[config.mk]
export PLATFORM = sky130hd
export DESIGN_NAME = axi_csr
export DESIGN_NICKNAME = d
export VERILOG_FILES = /design/src/rtl/axi_csr.sv
export SDC_FILE = /design/constraint.sdc
export NUM_CORES = 1
export LEC_CHECK = 0
export BUFFER_PORTS_ARGS = -buffer_cell sky130_fd_sc_hd__buf_2
export CAP_MARGIN = 20
export CORE_MARGIN = 5
export CORE_UTILIZATION = 41
export CTS_CLUSTER_DIAMETER = 100
export DETAILED_ROUTE_END_ITERATION = 10
export GPL_TIMING_DRIVEN = 0
export PLACE_DENSITY = 0.69
export SLEW_MARGIN = 20
export SYNTH_ARGS = -nofsm -noshare
export SYNTH_HDL_FRONTEND = slang
export SYNTH_SLANG_ARGS = --single-unit
[constraint.sdc]
create_clock -name S_AXI_ACLK -period 2.53 [get_ports S_AXI_ACLK]
set_clock_uncertainty 0.1 [all_clocks]
set_input_delay 0.3795 -clock S_AXI_ACLK [delete_from_list [all_inputs] [get_ports S_AXI_ACLK]]
set_output_delay 0.3795 -clock S_AXI_ACLK [all_outputs]
set_load 0.02 [all_outputs]
[src/rtl/axi_csr.sv]
// AXI4-Lite control/status register block for the convolution engine.
// Decodes address bits [5:2] into the geometry, base-address and status registers.
module axi_csr #(
   parameter int C_S_AXI_DATA_WIDTH = 32,
   parameter int C_S_AXI_ADDR_WIDTH = 32
) (
   input  logic                              S_AXI_ACLK,
   input  logic                              S_AXI_ARESETN,
   input  logic [C_S_AXI_ADDR_WIDTH-1:0]     S_AXI_AWADDR,
   input  logic [2:0]                        S_AXI_AWPROT,
   input  logic                              S_AXI_AWVALID,
   output logic                              S_AXI_AWREADY,
   input  logic [C_S_AXI_DATA_WIDTH-1:0]     S_AXI_WDATA,
   input  logic [C_S_AXI_DATA_WIDTH/8-1:0]   S_AXI_WSTRB,
   input  logic                              S_AXI_WVALID,
   output logic                              S_AXI_WREADY,
   output logic [1:0]                        S_AXI_BRESP,
   output logic                              S_AXI_BVALID,
   input  logic                              S_AXI_BREADY,
   input  logic [C_S_AXI_ADDR_WIDTH-1:0]     S_AXI_ARADDR,
   input  logic [2:0]                        S_AXI_ARPROT,
   input  logic                              S_AXI_ARVALID,
   output logic                              S_AXI_ARREADY,
   output logic [C_S_AXI_DATA_WIDTH-1:0]     S_AXI_RDATA,
   output logic [1:0]                        S_AXI_RRESP,
   output logic                              S_AXI_RVALID,
   input  logic                              S_AXI_RREADY,
   output logic [7:0]                        kernel_size,
   output logic [7:0]                        stride,
   output logic [7:0]                        padding,
   output logic                              has_bias,
   output logic                              has_relu,
   output logic                              conv_mode,
   output logic                              start,
   output logic [C_S_AXI_DATA_WIDTH-1:0]     kernel_baseaddr,
   output logic [C_S_AXI_DATA_WIDTH-1:0]     feature_baseaddr,
   output logic [C_S_AXI_DATA_WIDTH-1:0]     output_baseaddr,
   output logic [C_S_AXI_DATA_WIDTH-1:0]     feature_width,
   output logic [C_S_AXI_DATA_WIDTH-1:0]     feature_height,
   output logic [C_S_AXI_DATA_WIDTH-1:0]     feature_chin,
   output logic [C_S_AXI_DATA_WIDTH-1:0]     feature_chout,
   output logic [C_S_AXI_DATA_WIDTH-1:0]     output_width,
   output logic [C_S_AXI_DATA_WIDTH-1:0]     output_height,
   input  logic                              running,
   input  logic                              compute_done,
   input  logic                              exception
);

   localparam int DW = C_S_AXI_DATA_WIDTH;
   localparam int SW = C_S_AXI_DATA_WIDTH / 8;

   logic            r_aw_full;
   logic [3:0]      r_aw_idx;
   logic            r_w_full;
   logic [DW-1:0]   r_wdata;
   logic [SW-1:0]   r_wstrb;
   logic            r_bvalid;
   logic            r_rvalid;
   logic [DW-1:0]   r_rdata;
   logic            r_conv_mode;
   logic            r_has_bias;
   logic            r_has_relu;
   logic [7:0]      r_kernel_size;
   logic [7:0]      r_stride;
   logic [7:0]      r_padding;
   logic [DW-1:0]   r_cfg [1:9];
   logic            r_done;
   logic            r_exc;
   logic            r_start;

   logic            w_awready;
   logic            w_wready;
   logic            w_arready;
   logic            w_wr_en;
   logic            w_start_fire;
   logic            w_clr_done;
   logic            w_clr_exc;
   logic [3:0]      w_rd_idx;
   logic [DW-1:0]   w_ctrl_word;
   logic [DW-1:0]   w_ctrl_new;
   logic [DW-1:0]   w_status_word;
   logic [DW-1:0]   w_rd_word;
   logic            w_unused_bits;

   function automatic logic [DW-1:0] f_merge(input logic [DW-1:0] old_v,
                                             input logic [DW-1:0] new_v,
                                             input logic [SW-1:0] strb);
      f_merge = old_v;
      for (int i = 0; i < SW; i++) begin
         if (strb[i]) f_merge[8*i +: 8] = new_v[8*i +: 8];
      end
   endfunction

   assign w_awready = !r_aw_full && !r_bvalid;
   assign w_wready  = !r_w_full && !r_bvalid;
   assign w_arready = !r_rvalid;
   assign w_wr_en   = r_aw_full && r_w_full;
   assign w_rd_idx  = S_AXI_ARADDR[5:2];

   // start bit is write-only, so it always reads back as 0
   assign w_ctrl_word   = {r_padding, r_stride, r_kernel_size, 4'b0000,
                           r_has_relu, r_has_bias, r_conv_mode, 1'b0};
   assign w_status_word = {{(DW-3){1'b0}}, r_exc, r_done, running};
   assign w_ctrl_new    = f_merge(w_ctrl_word, r_wdata, r_wstrb);

   assign w_start_fire = w_wr_en && (r_aw_idx == 4'd0) && r_wstrb[0] && r_wdata[0] && !running;
   assign w_clr_done   = w_wr_en && (r_aw_idx == 4'd10) && r_wstrb[0] && r_wdata[1];
   assign w_clr_exc    = w_wr_en && (r_aw_idx == 4'd10) && r_wstrb[0] && r_wdata[2];

   assign w_unused_bits = ^{S_AXI_AWPROT, S_AXI_ARPROT,
                            S_AXI_AWADDR[C_S_AXI_ADDR_WIDTH-1:6], S_AXI_AWADDR[1:0],
                            S_AXI_ARADDR[C_S_AXI_ADDR_WIDTH-1:6], S_AXI_ARADDR[1:0]};

   always_comb begin
      w_rd_word = '0;
      case (w_rd_idx)
         4'd0:    w_rd_word = w_ctrl_word;
         4'd10:   w_rd_word = w_status_word;
         default: if (w_rd_idx >= 4'd1 && w_rd_idx <= 4'd9) w_rd_word = r_cfg[w_rd_idx];
      endcase
   end

   always_ff @(posedge S_AXI_ACLK) begin
      if (!S_AXI_ARESETN) begin
         r_aw_full     <= 1'b0;
         r_aw_idx      <= '0;
         r_w_full      <= 1'b0;
         r_wdata       <= '0;
         r_wstrb       <= '0;
         r_bvalid      <= 1'b0;
         r_rvalid      <= 1'b0;
         r_rdata       <= '0;
         r_conv_mode   <= 1'b0;
         r_has_bias    <= 1'b0;
         r_has_relu    <= 1'b0;
         r_kernel_size <= '0;
         r_stride      <= '0;
         r_padding     <= '0;
         r_done        <= 1'b0;
         r_exc         <= 1'b0;
         r_start       <= 1'b0;
         for (int i = 1; i <= 9; i++) r_cfg[i] <= '0;
      end else begin
         if (w_awready && S_AXI_AWVALID) begin
            r_aw_full <= 1'b1;
            r_aw_idx  <= S_AXI_AWADDR[5:2];
         end
         if (w_wready && S_AXI_WVALID) begin
            r_w_full <= 1'b1;
            r_wdata  <= S_AXI_WDATA;
            r_wstrb  <= S_AXI_WSTRB;
         end

         // latches cannot refill while BVALID is high, so execute and B-clear never overlap
         if (w_wr_en) begin
            r_aw_full <= 1'b0;
            r_w_full  <= 1'b0;
            r_bvalid  <= 1'b1;
            case (r_aw_idx)
               4'd0: begin
                  r_conv_mode   <= w_ctrl_new[1];
                  r_has_bias    <= w_ctrl_new[2];
                  r_has_relu    <= w_ctrl_new[3];
                  r_kernel_size <= w_ctrl_new[15:8];
                  r_stride      <= w_ctrl_new[23:16];
                  r_padding     <= w_ctrl_new[31:24];
               end
               default: begin
                  if (r_aw_idx >= 4'd1 && r_aw_idx <= 4'd9)
                     r_cfg[r_aw_idx] <= f_merge(r_cfg[r_aw_idx], r_wdata, r_wstrb);
               end
            endcase
         end else if (r_bvalid && S_AXI_BREADY) begin
            r_bvalid <= 1'b0;
         end

         r_start <= w_start_fire;
         r_done  <= compute_done | (r_done & ~(w_clr_done | w_start_fire));
         r_exc   <= exception    | (r_exc  & ~(w_clr_exc  | w_start_fire));

         if (w_arready && S_AXI_ARVALID) begin
            r_rdata  <= w_rd_word;
            r_rvalid <= 1'b1;
         end else if (r_rvalid && S_AXI_RREADY) begin
            r_rvalid <= 1'b0;
         end
      end
   end

   assign S_AXI_AWREADY = w_awready;
   assign S_AXI_WREADY  = w_wready;
   assign S_AXI_BRESP   = 2'b00;
   assign S_AXI_BVALID  = r_bvalid;
   assign S_AXI_ARREADY = w_arready;
   assign S_AXI_RDATA   = r_rdata;
   assign S_AXI_RRESP   = 2'b00;
   assign S_AXI_RVALID  = r_rvalid;

   assign kernel_size      = r_kernel_size;
   assign stride           = r_stride;
   assign padding          = r_padding;
   assign has_bias         = r_has_bias;
   assign has_relu         = r_has_relu;
   assign conv_mode        = r_conv_mode;
   assign start            = r_start;
   assign kernel_baseaddr  = r_cfg[1];
   assign feature_baseaddr = r_cfg[2];
   assign feature_width    = r_cfg[3];
   assign feature_height   = r_cfg[4];
   assign feature_chin     = r_cfg[5];
   assign feature_chout    = r_cfg[6];
   assign output_baseaddr  = r_cfg[7];
   assign output_width     = r_cfg[8];
   assign output_height    = r_cfg[9];

endmodule

## Word-level counts from Yosys, hierarchy flattened

Memories as Yosys holds them, arrays and structs flattened.
Cells that the tools add are included.
Widths: inputs -> output; s select.

- Register bits after elaboration: 106
- RAM bits: 288
- Input bits: 116
- Memories: 1

Memory list:

| name | depth | bits a word | read ports | clocked after memory_dff | wr ports | line | source |
|---|---|---|---|---|---|---|---|
| r_cfg | 9 | 32 | 10 | 0 | 9 | 66 | `logic [DW-1:0] r_cfg [1:9];` |

- Magnitude comparators: 4
- Bitwise operators: 9
- Mux-type cells: 35
- Reduce and logical (&&, ||, !) cells: 37
- Equality and inequality tests: 6

Operator list:

| cell | count |
|---|---|
| $mux 8 | 20 |
| $mux 32 | 2 |
| $pmux 32 s2 | 1 |
| $reduce_or 32->1 | 1 |
| $ne 5x5->1 const B | 4 |
| $logic_and 1x1->1 | 18 |
| $reduce_and 3->1 | 4 |
| $mux 1 | 10 |
| $eq 4x4->1 const B | 2 |
| $ge 4x1->1 const B | 2 |
| $le 4x4->1 const B | 2 |
| $logic_not 4->1 | 2 |
| $mux 4 | 2 |
| $reduce_and 2->1 | 4 |
| $logic_not 1->1 | 5 |
| $or 1x1->1 | 4 |
| $reduce_bool 2->1 | 2 |
| $not 1->1 | 3 |
| $and 1x1->1 | 2 |
| $reduce_or 2->1 | 1 |

## Logic depth before layout (Yosys ltp)

Gate-level depths: netlist (run 1).

- Word-level depth: 10
- Mapped depth: 8
- Mapped depth without buffers: 4

## Least setup slack after synthesis (run 1)

OpenSTA, ideal clock, no wires.

- Path type: reg2reg
- From: reg r_aw_idx[0]
- To: mem r_cfg[3][0] (netlist name) (enable)
- Buffers on the path: 1
- Arrival time: 1.740 ns
- Data required time: 2.046 ns
- Path slack: 0.306 ns
- Cell stages (with the launch flop): 5
- Period minus slack after synthesis: 2.224 ns
- Path through: dfxtp_1 -> inv_2 -> or3_1 -> buf_2 -> o21ai_0

RTL lines:

| what | line | source |
|---|---|---|
| from (decl) | 53 | `logic [3:0] r_aw_idx;` |
| from (signal assigned) | 146 | `r_aw_idx <= S_AXI_AWADDR[5:2];` |
| to (decl) | 66 |  |

==> flow_summary.yaml, run 1 <==
status:
  status: "complete, but fails checks"
  violations: "setup timing"
cts:
  tritoncts.num_buffers: 46
  clk_pin_slew_ns: 0.06
  clock_latency_ns: 0.58
  cts_sinks: 426
  clock_path_buffers: 3
  ctsHtreeMaxLevel: 2
  cts_tree: "yes"
  root_buffer: "clkbuf_16"
route:
  vias: 14592
  wirelength_um: 72970
  wl_met3_um: 7238
  wl_per_cell_um: 28.19
  wl_met1_um: 28090
  first_iter_violations: 1451
  wl_met2_um: 35540
  dr.pass1.iters: 5
  vias_per_cell: 5.636
  drc_errors: 0
  highest_layer: "met5"
  ant_nets: 0
placed_design:
  port_buffers: 404
  hpwl_um: 54020
  finalWeightedCongestion: 0.8889
logic_synthesis:
  yosysWarnings: 0
  synth.area.top_cells: "edfxtp_1, dfxtp_1, mux4_2"
  synth_flop_cell: "edfxtp_1"
  synth-seq-cells: 426
  yosysSeqAreaShare: 0.6286
  yosysUniqueCellTypes: 49
  synth_area_um2: 18660
  syn_inst: 1413
  netlist.area_leader.share: 0.5149
  syn_area_per_cell_um2: 13.21
  synth_edf_count: 320
  synthArstFlopShare: 0
  synth_top_area_cell: "edfxtp_1"
layout:
  nNetsFinal: 2062
  area_growth_syn_to_layout_pct: 26.91
  final_common_cell: "buf_2"
  drive_above_1_share: 0.3147
  mostFrequentLayoutCells: "buf_2, edfxtp_1, and2_1"
critical_path:
  cp_data_arrival_time_ns: 2.71
  crit_path_start_kind: "register"
  worstSetupPathType: "reg -> reg"
  endpoint: "r_cfg[6][11]$_SDFFCE_PN0P_"
  reg2reg_slack_ns: -0.08
  worst-path-max-fanout: 8
  endpoint_kind: "register"
  r2r-start: "r_aw_idx[0]$_SDFFE_PN0P_"
  cp.required_ns: 2.63
  ff2ff_path_depth: 3
  reg2reg_to: "r_cfg[6][11]$_SDFFCE_PN0P_"
  critPathLaunch: "r_aw_idx[0]$_SDFFE_PN0P_"
sta:
  final_hold_viol_count: 0
  rsz0062_at_grt: "yes"
  slew_headroom: 0.2119
  tns_ns: -1.232
  whs_ns: 0.1003
  fin_crit_sh: 1.032
  max_clock_freq_mhz: 382.9
  worst_pin_slew_ns: 1.182
  drv_slew: 0
  fin_ws_ns: -0.08153
  period_needed_ns: 2.612
  setup_viol: 16
floorplan:
  die_x_um: 223.3
  start_util: 0.4130
  rows: 78
  dieArea_um2: 49880
  fp.coreArea_um2: 45190
  dieHeight_um: 223.3
  io_pins: 473
grt:
  grt_antenna_before_repair: 5
  grt_use_total: 0.2810
  grt_max_degree: 14
  grt_pass1_wl_um: 101600
  grt_overflow_total: 0
  grt_pass1_vias: 14309
power:
  vdd_drop_max_v: 0.0005115
  power_density_nw_per_um2: 698.6
  p_leak_uw: 0.01020
flow_run:
  cap_violations: 0
min_path:
  min_path_type: "in -> reg"
  hold_path.startpoint: "running"
-- final cells by class --
class | instances | area, µm²
diodes | 6 | 15.01
clock inverters | 27 | 240.2
repair buffers | 450 | 2477
inverters | 5 | 18.77
plain buffers | 131 | 593.1
flip-flops and latches | 426 | 11730
well taps | 600 | 750.7
fillers | 3946 | 21500
clock buffers | 58 | 1290
multi-input cells | 886 | 6566
-- registers in the layout (all words and copies together) (netlist names), 4 cells and up --
signal	count
kernel_size	8
r_cfg	320
padding	8
r_wstrb	4
r_aw_idx	4
S_AXI_RDATA	32
stride	8
r_wdata	32
-- layer usage --
metal,track usage,vias up
li1,-,6299
met1,0.3591,7311
met2,0.4710,841
met3,0.07921,137
met4,0.07945,4
met5,0,-
-- worst min-delay path by stage --
stage / cells past startpoint / slack, ns / to
after floorplan: 0 / 0.32 / r_cfg[0][0]$_DFFE_PP_
after global placement: 0 / 0.33 / r_cfg[0][12]$_DFFE_PP_
after detailed placement: 0 / 0.33 / r_cfg[0][26]$_DFFE_PP_
after CTS: 3 / 0.04 / S_AXI_RDATA[0]$_SDFFE_PN0P_
after global routing: 3 / 0.05 / S_AXI_RDATA[0]$_SDFFE_PN0P_
final: 3 / 0.10 / S_AXI_RDATA[0]$_SDFFE_PN0P_
-- repair_timing --
action | CTS | global route
setup buffers | 2 | 0
hold endpoints to repair | 44 | 0
gates resized for setup | 30 | 11
hold buffers | 44 | 0
endpoints found under the setup margin | 256 | 115
pin swaps | 2 | 0
-- report_power, final --
part	internal (µW)	switching (µW)	total [µW]
Sequential	7780	205	7980
Clock	4020	2830	6840
Combinational	547	1170	1720
Total	12300	4210	16500
-- through the flow --
stage | total power [µW] | setup slack (ns) | area, µm² | utilization | cells
floorplan | 8999 | 0.3056 | 18790 | - | 1448
global placement | 9740 | -0.3568 | 21570 | 0.4773 | 2452
detailed placement | 9766 | -0.4163 | 21570 | 0.4773 | 2452
global route | 16990 | -0.1406 | 23670 | 0.5239 | 2584
CTS | 16580 | -0.07386 | 23630 | 0.5230 | 2583
finish | 16550 | -0.08153 | 23680 | 0.5241 | 2589
-- cells in the mapped netlist, types with 4 or more instances --
cell type,n
edfxtp_1,320
and2_1,163
and3_1,129
nand2_1,112
dfxtp_1,106
mux2i_1,92
clkbuf_1,90
mux4_2,63
nor2_1,58
a21oi_1,48
o21ai_0,48
o22ai_1,28
a22oi_1,26
o2bb2ai_1,24
buf_2,19
buf_4,13
nand3_1,8
a31oi_1,5
nor3_1,5
buf_1,4
inv_1,4
nand2b_1,4
nor2_4,4
nor2b_1,4
-- worst max-delay path, cell delays in order, from the launching register on --
cell and delay (ns):
dfxtp_1 0.39, inv_2 0.14, nand3_1 0.63, o21ai_1 0.96
-- cell families after synthesis --
kind of cell	after synthesis	synth area share
and+or+nand+nor	510	0.1525
DFF	426	0.6286
AOI/OAI and AO/OA	185	0.06101
muxes	155	0.1254
buffers and inverters	136	0.03225
other	1	0.0002009
(Power assumes the default switching activity.)
==> inputs of run 2 (changes only) <==
Settings changed: SLEW_MARGIN 20 to 10.
Clock period 2.53 ns to 2.8 ns, I/O delays scaled along.
==> flow_summary.yaml, run 2 (same netlist as run 1, synthesis figures left out) <==
route:
  vias: 14590
  wirelength_um: 73090
  drc_errors: 0
  wl_per_cell_um: 28.22
  ant_nets: 0
  first_iter_violations: 1583
  vias_per_cell: 5.633
  dr.pass1.iters: 5
sta:
  drv_slew: 0
  slew_headroom: 0.2732
  worst_pin_slew_ns: 1.090
  period_needed_ns: 2.722
  fin_crit_sh: 0.9721
  rsz0062_at_grt: "no"
  max_clock_freq_mhz: 367.4
  final_hold_viol_count: 0
  fin_ws_ns: 0.07820
  tns_ns: 0
  setup_viol: 0
cts:
  cts_sinks: 426
  clk_pin_slew_ns: 0.06
  clock_latency_ns: 0.58
  cts_tree: "yes"
  tritoncts.num_buffers: 46
  clock_path_buffers: 3
  root_buffer: "clkbuf_16"
  ctsHtreeMaxLevel: 2
critical_path:
  cp_data_arrival_time_ns: 2.83
  endpoint_kind: "register"
  cp.required_ns: 2.91
  ff2ff_path_depth: 7
  reg2reg_slack_ns: 0.08
  r2r-start: "r_w_full$_SDFFE_PP0P_"
  worstSetupPathType: "reg -> reg"
  endpoint: "r_cfg[1][24]$_SDFFCE_PN0P_"
  worst-path-max-fanout: 10
  critPathLaunch: "r_w_full$_SDFFE_PP0P_"
  crit_path_start_kind: "register"
  reg2reg_to: "r_cfg[1][24]$_SDFFCE_PN0P_"
layout:
  drive_above_1_share: 0.3078
  mostFrequentLayoutCells: "buf_2, edfxtp_1, and2_1"
  area_growth_syn_to_layout_pct: 26.24
  design_area_um2: 23560
  fillers: 3938
  finalNonFillerCells: 2590
  largest_reg_flops: 320
  nNetsFinal: 2063
  top_register: "r_cfg"
  final_common_cell: "buf_2"
power:
  vdd_drop_max_v: 0.0004523
  seqPwrFrac: 0.481
  p_sw_frac: 0.2528
  p_leak_uw: 0.01018
  power_density_nw_per_um2: 636.5
  clockPowerShare: 0.417
  switchingPower_uw: 3792
  p_int_uw: 11200
  p_comb_frac: 0.103
floorplan:
  io_pins: 473
  dieHeight_um: 223.3
  start_util: 0.4130
  rows: 78
  fp.coreArea_um2: 45190
  die_x_um: 223.3
  dieArea_um2: 49880
grt:
  grt_busiest_layer: "met2"
  gr-usage-met2: 0.4747
  use_met3: 0.07434
  grt_pass1_vias: 14399
  grt_max_degree: 15
  grt_overflow_total: 0
  grt_pass1_wl_um: 102200
  grt_use_total: 0.2821
  grt_antenna_before_repair: 7
  met1_usage: 0.3637
min_path:
  hold_path.startpoint: "S_AXI_WDATA[11]"
  min_path_type: "in -> reg"
placed_design:
  place_ws_ns: -0.09162
  port_buffers: 404
  hpwl_um: 54290
  dp.cells: 2461
  dpl_cell_area_um2: 21620
  finalWeightedCongestion: 0.8889
flow_run:
  cap_violations: 0
status:
  status: "finished, final reports clean"
## run 2: worst max-delay path, cell delays in order, from the launching register on
cell	delay [ns]
dfxtp_1	0.51
and4b_1	0.23
buf_2	0.22
and3_1	0.17
buf_2	0.29
buf_2	0.37
nand2_1	0.09
nand2_1	0.38
## run 2: repair_timing
action                                  4_1_cts  5_1_grt
resized for setup                             4        4
hold endpoints to repair                     32        0
pin swaps                                     0        2
endpoints found under the setup margin       40       67
hold buffers                                 32        0
setup buffers                                 0        3
## run 2: stage by stage
stage / util / power, µW / hold WS [ns]
finish: 0.5214 / 15000 / 0.02928
global route: 0.5212 / 15400 / 0.01767
CTS: 0.5199 / 15010 / 0.001856
detailed placement: 0.4784 / 8831 / 0.3316
global placement: 0.4773 / 8801 / 0.3279
floorplan: - / 8131 / 0.3205
## run 2: layout make-up
type | instances | area [µm²] | share of cell area
sequential | 426 | 11730 | 0.4980
multi-input combinational | 886 | 6475 | 0.2748
timing repair buffer | 451 | 2436 | 0.1034
clock buffer | 69 | 1381 | 0.05863
tap | 600 | 750.7 | 0.03187
buffer | 131 | 583.1 | 0.02475
clock inverter | 17 | 170.2 | 0.007223
inverter | 5 | 18.77 | 0.0007966
antenna | 5 | 12.51 | 0.0005311
## run 2: metal layers
metal,vias up,share of wire
met2,864,0.49
met4,6,0.027
met5,-,0.00047
met1,7316,0.38
met3,118,0.11
li1,6286,-
## run 2: power groups by stage
stage	Clock (µW)	Sequential [µW]	Combinational, µW
global route	6550	7230	1620
finish	6250	7210	1540
CTS	6270	7210	1540
floorplan	0	7490	644
global placement	0	7330	1470
detailed placement	0	7340	1490
## run 2: how the worst min path moves through the flow
stage / end / slack (ns) / cells past startpoint
floorplan: r_cfg[0][0]$_DFFE_PP_ / 0.32 / 0
global placement: r_cfg[0][12]$_DFFE_PP_ / 0.33 / 0
detailed placement: r_cfg[0][26]$_DFFE_PP_ / 0.33 / 0
CTS: r_wstrb[3]$_SDFFE_PN0P_ / 0.002 / 3
global route: S_AXI_RVALID$_SDFFE_PN0P_ / 0.02 / 3
finish: r_wdata[11]$_SDFFE_PN0P_ / 0.03 / 3
==> inputs of run 3 (changes only) <==
Settings changed: CORE_UTILIZATION 41 to 55, PLACE_DENSITY 0.69 to 0.87.
Clock period 2.8 ns to 3.35 ns, I/O delays scaled along.
==> flow_summary.yaml, run 3 (same netlist as run 1, synthesis figures left out) <==
power:
  vdd_drop_max_v: 0.0003814
  p_int_uw: 8789
  p_sw_frac: 0.2559
  p_leak_uw: 0.009932
  seqPwrFrac: 0.510
  switchingPower_uw: 3022
  power_density_nw_per_um2: 518.4
  p_comb_frac: 0.105
  clockPowerShare: 0.385
  finalPower_uw: 11810
min_path:
  min_path_type: "in -> reg"
sta:
  max_clock_freq_mhz: 344.7
  setup_viol: 0
  drv_slew: 0
  period_needed_ns: 2.901
  final_hold_viol_count: 0
  worst_pin_slew_ns: 1.075
  fin_crit_sh: 0.8659
  rsz0062_at_grt: "no"
  tns_ns: 0
  slew_headroom: 0.2831
route:
  drc_errors: 0
  dr.pass1.iters: 6
  first_iter_violations: 1764
  vias_per_cell: 6.233
  wl_per_cell_um: 28.13
  vias: 14953
  wirelength_um: 67500
  ant_nets: 0
placed_design:
  hpwl_um: 49870
  port_buffers: 404
  finalWeightedCongestion: 0.9041
grt:
  grt_pass1_wl_um: 97060
  grt_pass1_vias: 15084
  grt_max_degree: 15
  grt_use_total: 0.3435
  grt_overflow_total: 0
  grt_antenna_before_repair: 3
floorplan:
  io_pins: 473
  fp.coreArea_um2: 33530
  rows: 67
  die_x_um: 194.2
  dieHeight_um: 194.2
  start_util: 0.5565
  dieArea_um2: 37710
critical_path:
  crit_path_start_kind: "register"
  cp.required_ns: 3.42
  worstSetupPathType: "reg -> reg"
  endpoint_kind: "register"
  cp_data_arrival_time_ns: 2.97
  worst-path-max-fanout: 10
layout:
  largest_reg_flops: 320
  nNetsFinal: 2031
  mostFrequentLayoutCells: "buf_2, edfxtp_1, and2_1"
  drive_above_1_share: 0.3049
  area_growth_syn_to_layout_pct: 22.08
  top_register: "r_cfg"
  fillers: 2397
  regArea_um2: 11730
  final_common_cell: "buf_2"
  multiInputGateArea_um2: 6460
  fin_util: 0.6794
cts:
  clock_latency_ns: 0.53
  tritoncts.num_buffers: 44
  cts_resized: 0
  cts_tree: "yes"
  cts_sinks: 426
  clock_path_buffers: 3
  postCtsHoldBufs: 0
  clk_pin_slew_ns: 0.06
  post_cts_buffers: 0
  ctsHtreeMaxLevel: 2
  root_buffer: "clkbuf_16"
status:
  status: "finished, final reports clean"
flow_run:
  cap_violations: 0
==> run 3: routing by layer <==
metal,GRT usage,wire [µm],vias to the layer above
met1,0.4207,22900,7257
met3,0.1166,9204,228
li1,-,-,6215
met4,0.1440,3340,2
met2,0.5620,32040,1251
met5,0,13,-
==> run 3: power by group through the flow <==
stage | clock, µW | sequential (µW) | combinational, µW
6_report | 4550 | 6020 | 1240
2_1_floorplan | 0 | 6260 | 538
4_1_cts | 4530 | 6010 | 1220
5_1_grt | 4780 | 6030 | 1290
3_3_place_gp | 0 | 6110 | 1180
3_5_place_dp | 0 | 6120 | 1210
==> run 3: area by class of cell <==
| cell class | count | share of cell area |
|---|---|---|
| clock buffer | 63 | 0.05371 |
| sequential | 426 | 0.5149 |
| inverter | 5 | 0.0008238 |
| multi-input combinational | 886 | 0.2836 |
| clock inverter | 16 | 0.003295 |
| timing repair buffer | 421 | 0.09315 |
| antenna | 3 | 0.0003295 |
| tap | 448 | 0.02460 |
| buffer | 131 | 0.02559 |
==> run 3: stage by stage <==
step                hold slack, ns  instance area (µm²)  setup slack [ns]  std cells
finish                     0.09901                22780            0.4492       2399
detailed placement          0.3285                21460            0.4476       2314
global placement            0.3234                21380            0.3682       2300
CTS                        0.08112                22760            0.5546       2393
floorplan                   0.3205                18790             1.126       1448
global route               0.09787                22780            0.4153       2398
==> run 3: critical path, stage by stage, from the launching register on <==
cell and delay (ns):
dfxtp_1 0.29, buf_2 0.15, nor2_1 0.57, and3_1 0.24
buf_2 0.29, buf_2 0.37, nand2_1 0.10, nand2_1 0.41
==> run 3: worst paths after layout <==
kind                       startpoint                          to  slack (ns)  depth (start not counted)
max          r_aw_idx[2]$_SDFFE_PN0P_  r_cfg[1][21]$_SDFFCE_PN0P_        0.45                          7
min reg2reg  r_wdata[10]$_SDFFE_PN0P_      r_cfg[0][10]$_DFFE_PP_        0.34                          0
min                   S_AXI_AWADDR[2]    r_aw_idx[0]$_SDFFE_PN0P_         0.1                          3
max reg2reg  r_aw_idx[2]$_SDFFE_PN0P_  r_cfg[1][21]$_SDFFCE_PN0P_        0.45                          7
